`config.mk`:
```
export PLATFORM = sky130hd
export DESIGN_NAME = serial_deserializer
export DESIGN_NICKNAME = d
export VERILOG_FILES = /design/src/rtl/deser_pkg.sv /design/src/rtl/deser_hold_buf.sv /design/src/rtl/serial_deserializer.sv
export SDC_FILE = /design/constraint.sdc
export NUM_CORES = 1
export LEC_CHECK = 0
export ABC_AREA = 0
export ABC_CLOCK_PERIOD_IN_PS = 1600
export CORE_MARGIN = 4
export CORE_UTILIZATION = 43
export DETAILED_ROUTE_END_ITERATION = 12
export GPL_TIMING_DRIVEN = 0
export PLACE_DENSITY = 0.73
export RECOVER_POWER = 25
export SYNTH_ARGS = -nofsm -noshare
export SYNTH_HDL_FRONTEND = slang
export SYNTH_SLANG_ARGS = --single-unit
```
`constraint.sdc`:
```
create_clock -name Clk -period 1.6 [get_ports Clk]
set_input_delay 0.4 -clock Clk [delete_from_list [all_inputs] [get_ports Clk]]
set_output_delay 0.4 -clock Clk [all_outputs]
set_load 0.01 [all_outputs]
```
`src/rtl/deser_pkg.sv`:
```
// rtl/deser_pkg.sv - shared constants and helpers for the serial deserializer
// Purpose: bit-counter width derivation, output-buffer state encoding and the
//          shift-direction helper used to insert one serial bit into a word.
package deser_pkg;

  localparam logic BUF_EMPTY = 1'b0;
  localparam logic BUF_FULL  = 1'b1;

  // Counter must hold 0..WIDTH-1 and still be at least one bit wide for WIDTH=1.
  function automatic int cw_of(input int width);
    return $clog2(width) + 1;
  endfunction

  // Inserts one bit into a word of 'width' bits held in the low bits of 'sr'.
  // MSB-first: shift left, bit enters at bit 0. LSB-first: shift right, bit
  // enters at bit width-1. Bits above 'width' are don't-care for the caller.
  function automatic logic [31:0] shift_in(input logic [31:0] sr, input logic din,
                                           input int width, input bit msb_first);
    if (msb_first) return (sr << 1) | 32'(din);
    else           return (sr >> 1) | (32'(din) << (width - 1));
  endfunction

endpackage

```
`src/rtl/deser_hold_buf.sv`:
```
// rtl/deser_hold_buf.sv - one-entry output buffer with valid/ready release and overrun flag
// Ports: i_clk/i_rst_n clock and async active-low reset; i_load/i_data completed
//        word offered this edge; i_ready consumer ready; i_clr_ovr clears overrun;
//        o_data/o_valid buffered word; o_overrun sticky drop flag.
module deser_hold_buf
  import deser_pkg::*;
#(
  parameter int WIDTH = 8
) (
  input  logic             i_clk,
  input  logic             i_rst_n,
  input  logic             i_load,
  input  logic [WIDTH-1:0] i_data,
  input  logic             i_ready,
  input  logic             i_clr_ovr,
  output logic [WIDTH-1:0] o_data,
  output logic             o_valid,
  output logic             o_overrun
);

  logic             r_state;
  logic [WIDTH-1:0] r_data;
  logic             r_ovr;
  logic             w_hs;
  logic             w_drop;

  assign w_hs   = (r_state == BUF_FULL) && i_ready;
  // A word arriving while full is only lost when the consumer is not
  // freeing the slot on the same edge.
  assign w_drop = i_load && (r_state == BUF_FULL) && !i_ready;

  always_ff @(posedge i_clk or negedge i_rst_n) begin
    if (!i_rst_n) begin
      r_state <= BUF_EMPTY;
      r_data  <= '0;
      r_ovr   <= 1'b0;
    end else begin
      if (i_load && !w_drop) begin
        r_data  <= i_data;
        r_state <= BUF_FULL;
      end else if (w_hs) begin
        r_state <= BUF_EMPTY;
      end
      // Set has priority over clear.
      if (w_drop)         r_ovr <= 1'b1;
      else if (i_clr_ovr) r_ovr <= 1'b0;
    end
  end

  assign o_data    = r_data;
  assign o_valid   = (r_state == BUF_FULL);
  assign o_overrun = r_ovr;

endmodule

```
`src/rtl/serial_deserializer.sv`:
```
// rtl/serial_deserializer.sv - serial-to-parallel word assembler with held output
// Ports: Clk, _Reset (async active-low); Din/Din_Valid serial bit and strobe;
//        Sync discards partial word; Word/Word_Valid/Word_Ready output handshake;
//        Overrun/Clr_Ovr sticky drop flag and its clear; Bit_Count partial bits held.
module serial_deserializer
  import deser_pkg::*;
#(
  parameter int WIDTH     = 8,
  parameter bit MSB_FIRST = 1'b1,
  parameter int CW        = cw_of(WIDTH)
) (
  input  logic             Clk,
  input  logic             _Reset,
  input  logic             Din,
  input  logic             Din_Valid,
  input  logic             Sync,
  output logic [WIDTH-1:0] Word,
  output logic             Word_Valid,
  input  logic             Word_Ready,
  output logic             Overrun,
  input  logic             Clr_Ovr,
  output logic [CW-1:0]    Bit_Count
);

  logic [WIDTH-1:0] r_sr;
  logic [CW-1:0]    r_cnt;
  logic [WIDTH-1:0] w_base_sr;
  logic [WIDTH-1:0] w_shifted;
  logic [CW-1:0]    w_base_cnt;
  logic             w_complete;

  // Sync throws away the partial word first, so a bit accepted on the same
  // edge becomes bit one of a fresh word.
  assign w_base_sr  = Sync ? '0 : r_sr;
  assign w_base_cnt = Sync ? '0 : r_cnt;
  assign w_shifted  = WIDTH'(shift_in(32'(w_base_sr), Din, WIDTH, MSB_FIRST));
  assign w_complete = Din_Valid && (w_base_cnt == CW'(WIDTH - 1));

  always_ff @(posedge Clk or negedge _Reset) begin
    if (!_Reset) begin
      r_sr  <= '0;
      r_cnt <= '0;
    end else if (Din_Valid) begin
      r_sr  <= w_complete ? '0 : w_shifted;
      r_cnt <= w_complete ? '0 : w_base_cnt + CW'(1);
    end else if (Sync) begin
      r_sr  <= '0;
      r_cnt <= '0;
    end
  end

  deser_hold_buf #(.WIDTH(WIDTH)) u_hold_buf (
    .i_clk     (Clk),
    .i_rst_n   (_Reset),
    .i_load    (w_complete),
    .i_data    (w_shifted),
    .i_ready   (Word_Ready),
    .i_clr_ovr (Clr_Ovr),
    .o_data    (Word),
    .o_valid   (Word_Valid),
    .o_overrun (Overrun)
  );

  assign Bit_Count = r_cnt;

endmodule

```
==> flow_metrics.env, run 1 <==
export IMPL_viasPerCell=5.075
export IMPL_synth_distinct_cells=28
export IMPL_htreeDepth=1
export IMPL_seq_area_frac_synth_pct=55.85
export IMPL_nNetsFinal=116
export IMPL_min_from="u_hold_buf.o_data[5]"
export IMPL_p_int_mw=0.6901
export IMPL_p_seq_share_pct=60.5
export IMPL_syn_area_sq_um=940.9
export IMPL_place_hpwl_microns=1337
export IMPL_finalHoldViolCount=0
export IMPL_num_rows=16
export IMPL_final_cell_mix="dfrtp_1 (21), dlygate4sd2_1 (14), nand2_1 (7), mux2_4 (7), buf_4 (6)"
export IMPL_cts_tree="done"
export IMPL_status="complete, but fails checks"
export IMPL_p_per_area_mw_per_mm2=687.1
export IMPL_final_setup_worst_slack_ps=-59.65
export IMPL_r2r_cells=6
export IMPL_start_kind="primary input"
export IMPL_max_freq_mhz=602.5
export IMPL_dieHeight_microns=54.78
export IMPL_die_x_microns=54.78
export IMPL_drt_iter0_markers=4
export IMPL_violations="setup timing"
export IMPL_grt_overflow=0
export IMPL_worstPathRequired_ps=1790
export IMPL_p_leak_nw=0.6556
export IMPL_vdd_drop_max_mv=0.4777
export IMPL_syn_area_per_cell_sq_um=12.22
export IMPL_dr_pass1_iters=2
export IMPL_sw_frac_of_total_pct=23.48
export IMPL_crit_path_cell_trace="buf_2, clkbuf_16, nor2b_4, ha_4, nand2_4, and4bb_1, buf_6, mux2_4"
export IMPL_p_clk_share_pct=28.1
export IMPL_die_area_sq_mm=0.003000
export IMPL_pin_count=21
export IMPL_fin_hold_ws_ps=517.9
export IMPL_mostFrequentLayoutCell="dfrtp_1"
export IMPL_pre_cts_ws_ps=-880.2
export IMPL_slowest_stage="mux2_4"
export IMPL_cts_sinks=21
export IMPL_r2r_end="u_hold_buf.o_data[1]"
export IMPL_holdPathStages=1
export IMPL_drive_gt1_share_pct=25.23
export IMPL_synth_cells=77
export IMPL_max_slew_margin_rel_pct=35.22
export IMPL_ys_ff_latch=21
export IMPL_ys_warn_count=0
export IMPL_slew_viol_final=0
export IMPL_fin_skew_ps=5.388
export IMPL_routabilityCongestion=0.7893
export IMPL_cts_hold_buffers=0
export IMPL_grt_antenna_before_repair=0
export IMPL_syn_num_nets=85
export IMPL_grtUsageTotal_pct=16.21
export IMPL_crit_type="in -> reg"
export IMPL_start_util_pct=46.53
export IMPL_hold_path_class="reg -> reg"
export IMPL_core_area_sq_mm=0.002022
export IMPL_drt_total_wl_microns=2012
export IMPL_r2r_start="Bit_Count[0]"
export IMPL_port_buffers=20
export IMPL_ant_nets=0
export IMPL_rsz0062_at_grt="yes"
export IMPL_tritoncts_num_buffers=3
export IMPL_period_needed_ps=1660
export IMPL_min_to="u_hold_buf.o_data[5]"
export IMPL_cp_slowest_stage_delay_ps=310
export IMPL_root_buffer="clkbuf_4"
export IMPL_n_antenna_cell=0
export IMPL_grt_pass1_vias=723
export IMPL_p_comb_share_pct=11.4
export IMPL_clk_latency_ps=300
export IMPL_crit_fanout=10
export IMPL_path_clk_slew_ps=120
export IMPL_grt_pass1_wl_microns=3394
export IMPL_area_growth_pct=39.49
export IMPL_clk_path_buf_depth=2
export IMPL_p_switching_mw=0.2118
export IMPL_num_vias=680
export IMPL_fin_crit_sh_pct=103.7
export IMPL_finalSetupViolations=8
export IMPL_drc_errors=0
export IMPL_cp_arrival_ps=1850
export IMPL_grt_start_max_net_pins=22
export IMPL_worst_pin_slew_ps=968.7
export IMPL_reg2reg_setup_slack_ps=-30
export IMPL_crit_path_end_kind="flip-flop"
export IMPL_wl_per_cell_microns=15.01
export IMPL_maxCapViolCount=0
## kinds of logic after synthesis
group                      after synthesis  synth area share, %
and+or+nand+nor                         29                19.68
DFF                                     21                55.85
AOI/OAI and AO/OA                       11                9.441
muxes                                    8                9.441
buffers and inverters                    6                3.323
xor gates and xnor gates                 1               0.9310
adders and majority gates                1                1.330
## worst max-delay path by stage
| stage | endpoint | slack (ps) | start |
|---|---|---|---|
| 4_1_cts | u_hold_buf.o_data[1] | -70 | Bit_Count[0] |
| 5_1_grt | u_hold_buf.o_data[7] | -110 | Bit_Count[0] |
| 3_3_place_gp | u_hold_buf.o_data[1] | -840 | Sync |
| 2_1_floorplan | u_hold_buf.o_data[0] | -100 | Sync |
| 3_5_place_dp | u_hold_buf.o_data[1] | -880 | Sync |
| 6_report | u_hold_buf.o_data[1] | -60 | Sync |
## power by group through the flow
stage / sequential, mW / combinational (mW) / clock, mW
global placement: 0.556 / 0.0907 / 0
floorplan: 0.559 / 0.0405 / 0
CTS: 0.547 / 0.0924 / 0.267
global route: 0.547 / 0.113 / 0.302
detailed placement: 0.557 / 0.0935 / 0
finish: 0.546 / 0.103 / 0.253
## registers in the layout, indices dropped and copies added, names as in the netlist
signal	cells
u_hold_buf.o_valid	1
u_hold_buf.o_overrun	1
Bit_Count	4
r_sr	7
u_hold_buf.o_data	8
## worst max-delay path, delay by kind of cell
kind / cells / cell delay (ps)
buffers and inverters: 3 / 510
and+or+nand+nor: 3 / 460
muxes: 1 / 310
adders and majority gates: 1 / 160
## final cells by class
cell class	count	area (sq um)
Inverter	3	11.26
Multi-Input combinational cell	50	451.7
Tap cell	27	33.78
Clock buffer	4	26.28
Timing Repair Buffer	26	222.7
Fill cell	158	709.4
Buffer	3	41.29
Sequential cell	21	525.5
## synth_stat cells, drive strengths merged
master,instances,share of area (%)
clkbuf,1,0.40
nand4,1,0.67
xnor2,1,0.93
buf,2,1.7
dfrtp,21,56
mux2i,1,1.1
nor2b,8,6.1
nand3b,1,0.80
and2b,2,1.6
o22ai,2,1.3
nor3b,1,1.3
nand2b,2,1.3
a32o,2,2.1
mux2,7,8.4
or3b,1,1.2
or3,1,0.67
and4bb,1,1.3
nand2,8,3.2
and2,1,0.67
inv,3,1.2
o2bb2ai,5,4.7
a21o,1,0.80
ha,1,1.3
o21ai,1,0.53
nor2,2,0.80
## per-stage QoR
| stage | util, % | instance area [sq um] | power [mW] | cells | TNS, ps |
|---|---|---|---|---|---|
| floorplan | - | 1001 | 0.5994 | 77 | -731.2 |
| global placement | 61.08 | 1235 | 0.6471 | 124 | -14560 |
| detailed placement | 61.08 | 1235 | 0.6506 | 124 | -15470 |
| CTS | 63.30 | 1280 | 0.9058 | 131 | -485.8 |
| global route | 64.91 | 1313 | 0.9613 | 134 | -831.3 |
| finish | 64.91 | 1313 | 0.9018 | 134 | -336.9 |
## per-layer routing
layer	track usage, %	part of all wire, %	vias to the layer above
met4	7.469	0.60	0
li1	-	-	332
met5	0	0	-
met2	25.59	50	10
met1	21.26	46	336
met3	2.997	3.7	2
## what timing repair did
| item | 4_1_cts | 5_1_grt |
|---|---|---|
| setup buffers | 3 | 3 |
| endpoints found under the setup margin | 34 | 17 |
| gates resized for setup | 23 | 1 |
| pin swaps | 2 | 3 |
Note: power is estimated with default switching activity, not from simulation.
==> inputs of run 2 (changes only) <==
--- a/config.mk
+++ b/config.mk
@@ -11,8 +11,9 @@
 export CORE_UTILIZATION = 43
 export DETAILED_ROUTE_END_ITERATION = 12
 export GPL_TIMING_DRIVEN = 0
-export PLACE_DENSITY = 0.73
+export PLACE_DENSITY_LB_ADDON = 0.05
 export RECOVER_POWER = 25
+export SETUP_SLACK_MARGIN = 0.3
 export SYNTH_ARGS = -nofsm -noshare
 export SYNTH_HDL_FRONTEND = slang
 export SYNTH_SLANG_ARGS = --single-unit
==> flow_metrics.env, run 2 (same netlist as run 1, synthesis figures left out) <==
export IMPL_p_total_mw=0.9359
export IMPL_crit_path_end_kind="flip-flop"
export IMPL_dieHeight_microns=54.78
export IMPL_clk_latency_ps=310
export IMPL_grt_pass1_wl_microns=3339
export IMPL_crit_type="reg -> reg"
export IMPL_htreeDepth=1
export IMPL_vdd_drop_max_mv=0.6688
export IMPL_cts_tree="done"
export IMPL_slew_viol_final=0
export IMPL_port_buffers=20
export IMPL_r2r_cells=6
export IMPL_final_setup_worst_slack_ps=-12.01
export IMPL_area_growth_pct=53.72
export IMPL_place_hpwl_microns=1345
export IMPL_cp_top_family="simple AND/OR/NAND/NOR gates"
export IMPL_drt_total_wl_microns=2217
export IMPL_path_clk_slew_ps=120
export IMPL_grt_overflow=0
export IMPL_p_seq_share_pct=58.3
export IMPL_max_freq_mhz=620.3
export IMPL_core_area_sq_mm=0.002022
export IMPL_clk_path_buf_depth=2
export IMPL_dr_pass1_iters=2
export IMPL_drt_iter0_markers=2
export IMPL_p_clk_share_pct=28.1
export IMPL_nNetsFinal=130
export IMPL_p_comb_share_pct=13.6
export IMPL_start_kind="flip-flop"
export IMPL_reg2reg_setup_slack_ps=-10
export IMPL_cp_arrival_ps=1810
export IMPL_n_antenna_cell=0
export IMPL_die_area_sq_mm=0.003000
export IMPL_p_int_mw=0.7042
export IMPL_crit_fanout=8
export IMPL_worst_pin_slew_ps=1140
export IMPL_utilization_pct=71.53
export IMPL_grtUsageTotal_pct=16.53
export IMPL_max_slew_margin_rel_pct=24.00
export IMPL_fin_skew_ps=4.251
export IMPL_pre_cts_ws_ps=-866.5
export IMPL_fin_area_sq_mm=0.001446
export IMPL_violations="setup timing"
export IMPL_cts_sinks=21
export IMPL_p_per_area_mw_per_mm2=647.1
export IMPL_drive_gt1_share_pct=52.07
export IMPL_pin_count=21
export IMPL_grt_pass1_vias=709
export IMPL_largest_reg_flops=8
export IMPL_status="complete, but fails checks"
export IMPL_wl_per_cell_microns=14.98
export IMPL_rsz0062_at_grt="yes"
export IMPL_p_switching_mw=0.2318
export IMPL_maxCapViolCount=0
export IMPL_mostFrequentLayoutCell="dfrtp_1"
export IMPL_p_leak_nw=0.7173
export IMPL_post_dp_cell_area_sq_mm=0.001235
export IMPL_grt_start_max_net_pins=22
export IMPL_finalSetupViolations=2
export IMPL_finalHoldViolCount=0
export IMPL_hold_path_class="in -> async"
export IMPL_num_rows=16
export IMPL_grt_antenna_before_repair=0
export IMPL_tritoncts_num_buffers=3
export IMPL_routabilityCongestion=0.7306
export IMPL_sw_frac_of_total_pct=24.76
export IMPL_r2r_start="Bit_Count[1]"
export IMPL_fin_crit_sh_pct=100.8
export IMPL_r2r_end="u_hold_buf.o_data[4]"
export IMPL_root_buffer="clkbuf_4"
export IMPL_cp_num_buf_inv=1
export IMPL_die_x_microns=54.78
export IMPL_crit_path_cell_trace="nor2b_4, ha_4, nand2_4, and4bb_1, buf_6, mux2_4"
export IMPL_worstPathRequired_ps=1800
export IMPL_viasPerCell=5.027
export IMPL_slowest_stage="dfrtp_1"
export IMPL_ant_nets=0
export IMPL_drc_errors=0
export IMPL_final_cell_mix="dfrtp_1 (21), buf_4 (15), buf_2 (13), buf_6 (9)"
export IMPL_num_vias=744
export IMPL_cp_slowest_stage_delay_ps=390
export IMPL_period_needed_ps=1612
export IMPL_start_util_pct=46.53
-- run 2: changes by cell type in the layout (fill, tap and decap cells not counted), sizes merged --
cell           change
clkdlybuf4s50      -1
dlygate4sd2       -14
buf               +28
clkinv             +1
-- run 2: layer usage --
layer,share of wire [%],vias up,global-route usage [%]
met5,0,-,0
met3,5.3,4,4.360
met1,42,371,19.86
li1,-,355,-
met2,52,14,26.38
met4,1.2,0,9.544
-- run 2: power by group through the flow --
stage / clock network [mW] / logic, mW / registers, mW
after floorplan: 0 / 0.0405 / 0.559
after global placement: 0 / 0.0908 / 0.556
after detailed placement: 0 / 0.0932 / 0.556
after CTS: 0.269 / 0.115 / 0.546
after global routing: 0.306 / 0.138 / 0.547
final: 0.263 / 0.127 / 0.546
-- run 2: how the worst max path moves through the flow --
stage                                 to  cells after the start         start  slack, ps
floorplan           u_hold_buf.o_data[0]                      7          Sync       -100
global placement    u_hold_buf.o_data[2]                      8          Sync       -830
detailed placement  u_hold_buf.o_data[4]                      8          Sync       -870
CTS                 u_hold_buf.o_data[4]                      6  Bit_Count[0]        -30
global route        u_hold_buf.o_data[4]                      6  Bit_Count[1]        -90
finish              u_hold_buf.o_data[4]                      6  Bit_Count[1]        -10
-- run 2: timing repair --
action | 4_1_cts | 5_1_grt
endpoints found under the hold margin | 0 | 0
hold buffers | 0 | 0
resized for setup | 70 | 14
setup endpoints to repair | 35 | 52
pin swaps | 3 | 2
buffers inserted | 15 | 5
-- run 2: through the flow --
| step | instances | TNS [ps] | hold slack, ps |
|---|---|---|---|
| finish | 148 | -17.27 | 278.2 |
| global route | 148 | -594.8 | 341.0 |
| CTS | 143 | -126.3 | 428.3 |
| detailed placement | 124 | -15100 | 498.4 |
| global placement | 124 | -14780 | 495.5 |
| floorplan | 77 | -730.3 | 104.4 |
-- run 2: cell type report --
type / count / area, sq um
repair buffers: 40 / 306.5
fillers: 154 / 575.6
clock inverters: 1 / 5.005
multi-input cells: 50 / 500.5
plain buffers: 3 / 41.29
clock buffers: 3 / 22.52
inverters: 3 / 11.26
flip-flops and latches: 21 / 525.5
well taps: 27 / 33.78
-- run 2: worst reg2reg max path, stage by stage, from the launching register on --
cell	delay [ps]
dfrtp_1	390
nor2b_4	190
ha_4	150
nand2_4	50
and4bb_1	260
buf_6	160
mux2_4	310
==> inputs of run 3 (changes only) <==
--- a/config.mk
+++ b/config.mk
@@ -13,7 +13,9 @@
 export GPL_TIMING_DRIVEN = 0
 export PLACE_DENSITY_LB_ADDON = 0.05
 export RECOVER_POWER = 25
+export REMOVE_ABC_BUFFERS = 1
 export SETUP_SLACK_MARGIN = 0.3
+export SKIP_LAST_GASP = 1
 export SYNTH_ARGS = -nofsm -noshare
 export SYNTH_HDL_FRONTEND = slang
 export SYNTH_SLANG_ARGS = --single-unit
==> flow_metrics.env, run 3 (same netlist as run 1, synthesis figures left out) <==
export IMPL_grt_start_max_net_pins=22
export IMPL_pin_count=21
export IMPL_slew_viol_final=0
export IMPL_p_leak_nw=0.6527
export IMPL_drt_total_wl_microns=2034
export IMPL_cp_endpoint="u_hold_buf.o_data[3]"
export IMPL_fillers=163
export IMPL_largest_reg_flops=8
export IMPL_die_x_microns=54.78
export IMPL_drc_errors=0
export IMPL_crit_fanout=8
export IMPL_p_per_area_mw_per_mm2=679.7
export IMPL_ant_nets=0
export IMPL_mostFrequentLayoutCell="dfrtp_1"
export IMPL_crit_type="reg -> reg"
export IMPL_place_hpwl_microns=1145
export IMPL_num_rows=16
export IMPL_tns_ps=-657.7
export IMPL_grt_pass1_vias=679
export IMPL_grt_pass1_wl_microns=3415
export IMPL_worstPathRequired_ps=1800
export IMPL_maxCapViolCount=0
export IMPL_viasPerCell=5.087
export IMPL_cts_sinks=21
export IMPL_max_freq_mhz=592.1
export IMPL_vdd_drop_max_mv=0.5501
export IMPL_r2r_end="u_hold_buf.o_data[3]"
export IMPL_utilization_pct=65.78
export IMPL_dr_pass1_iters=3
export IMPL_r2r_cells=5
export IMPL_tritoncts_num_buffers=3
export IMPL_num_vias=702
export IMPL_grt_antenna_before_repair=0
export IMPL_crit_start="Bit_Count[1]"
export IMPL_violations="setup timing"
export IMPL_wl_per_cell_microns=14.74
export IMPL_r2r_start="Bit_Count[1]"
export IMPL_die_area_sq_mm=0.003000
export IMPL_max_slew_margin_rel_pct=26.12
export IMPL_final_cell_mix="dfrtp_1 (21), buf_2 (13), buf_4 (10), mux2_4 (7), nand2_1 (6)"
export IMPL_cp_arrival_ps=1890
export IMPL_start_kind="flip-flop"
export IMPL_cts_tree="done"
export IMPL_clk_path_buf_depth=2
export IMPL_finalHoldViolCount=0
export IMPL_start_util_pct=46.53
export IMPL_n_antenna_cell=0
export IMPL_status="complete, but fails checks"
export IMPL_rsz0062_at_grt="yes"
export IMPL_finalSetupViolations=12
export IMPL_fin_crit_sh_pct=105.6
export IMPL_drt_iter0_markers=10
export IMPL_grtUsageTotal_pct=16.67
export IMPL_path_clk_slew_ps=120
export IMPL_hold_path_class="in -> async"
export IMPL_final_setup_worst_slack_ps=-89.00
export IMPL_root_buffer="clkbuf_4"
export IMPL_htreeDepth=1
export IMPL_clk_latency_ps=310
export IMPL_grt_overflow=0
export IMPL_period_needed_ps=1689
export IMPL_worst_pin_slew_ps=1108
export IMPL_routabilityCongestion=0.7330
export IMPL_area_growth_pct=41.36
export IMPL_reg2reg_setup_slack_ps=-90
export IMPL_crit_path_end_kind="flip-flop"
export IMPL_core_area_sq_mm=0.002022
export IMPL_nNetsFinal=120
export IMPL_drive_gt1_share_pct=47.75
export IMPL_port_buffers=20
export IMPL_dieHeight_microns=54.78
export IMPL_fin_skew_ps=8.434
run 3: layout make-up:
type	instances	area (sq um)	share of cell area [%]
flip-flops and latches	21	525.5	39.51
multi-input cells	50	495.5	37.25
repair buffers	33	236.5	17.78
well taps	27	33.78	2.540
clock buffers	3	22.52	1.693
inverters	3	11.26	0.8467
clock inverters	1	5.005	0.3763
run 3: report_power, final:
group / internal (mW) / leakage, nW / total, mW / switching [mW]
combinational: 0.0477 / 0.352 / 0.0990 / 0.0513
clock: 0.0934 / 0.0177 / 0.259 / 0.165
sequential: 0.541 / 0.283 / 0.546 / 0.00540
run 3: stage by stage:
| step | instances | area, sq um | hold WS, ps | setup WS (ps) | total power [mW] |
|---|---|---|---|---|---|
| after floorplan | 74 | 920.9 | 104.4 | -181.0 | 0.5849 |
| after global placement | 121 | 1155 | 469.8 | -1207 | 0.6357 |
| after detailed placement | 121 | 1155 | 490.0 | -1188 | 0.6356 |
| after CTS | 136 | 1315 | 520.5 | -49.12 | 0.9116 |
| after global routing | 138 | 1330 | 344.1 | -151.3 | 0.9473 |
| final | 138 | 1330 | 263.0 | -89.00 | 0.9040 |
run 3: worst max-delay path, cell delays in order (launching register included):
cell and delay (ps):
dfrtp_1 400, nor2b_4 190, ha_4 150, nand2_4 60, and4bb_4 460, mux2_4 320
run 3: how the worst min path moves through the flow:
stage	to	slack [ps]	cells after the start
2_1_floorplan	Bit_Count[0]	100	0
3_3_place_gp	u_hold_buf.o_data[1]	470	1
3_5_place_dp	u_hold_buf.o_data[1]	490	1
4_1_cts	u_hold_buf.o_data[6]	520	1
5_1_grt	u_hold_buf.o_valid	340	1
6_report	u_hold_buf.o_valid	260	1
run 3: repair_timing:
item / in CTS / in global routing
hold buffers: 0 / 0
resized for setup: 86 / 3
pin swaps: 4 / 2
endpoints found under the setup margin: 35 / 44
buffers inserted: 11 / 2
run 3: metal layers:
metal	track usage, %	vias to the layer above	routed length, microns
li1	-	336	-
met1	22.34	337	946
met2	24.61	20	920
met3	3.270	9	94
met4	9.959	0	72
met5	0	-	0
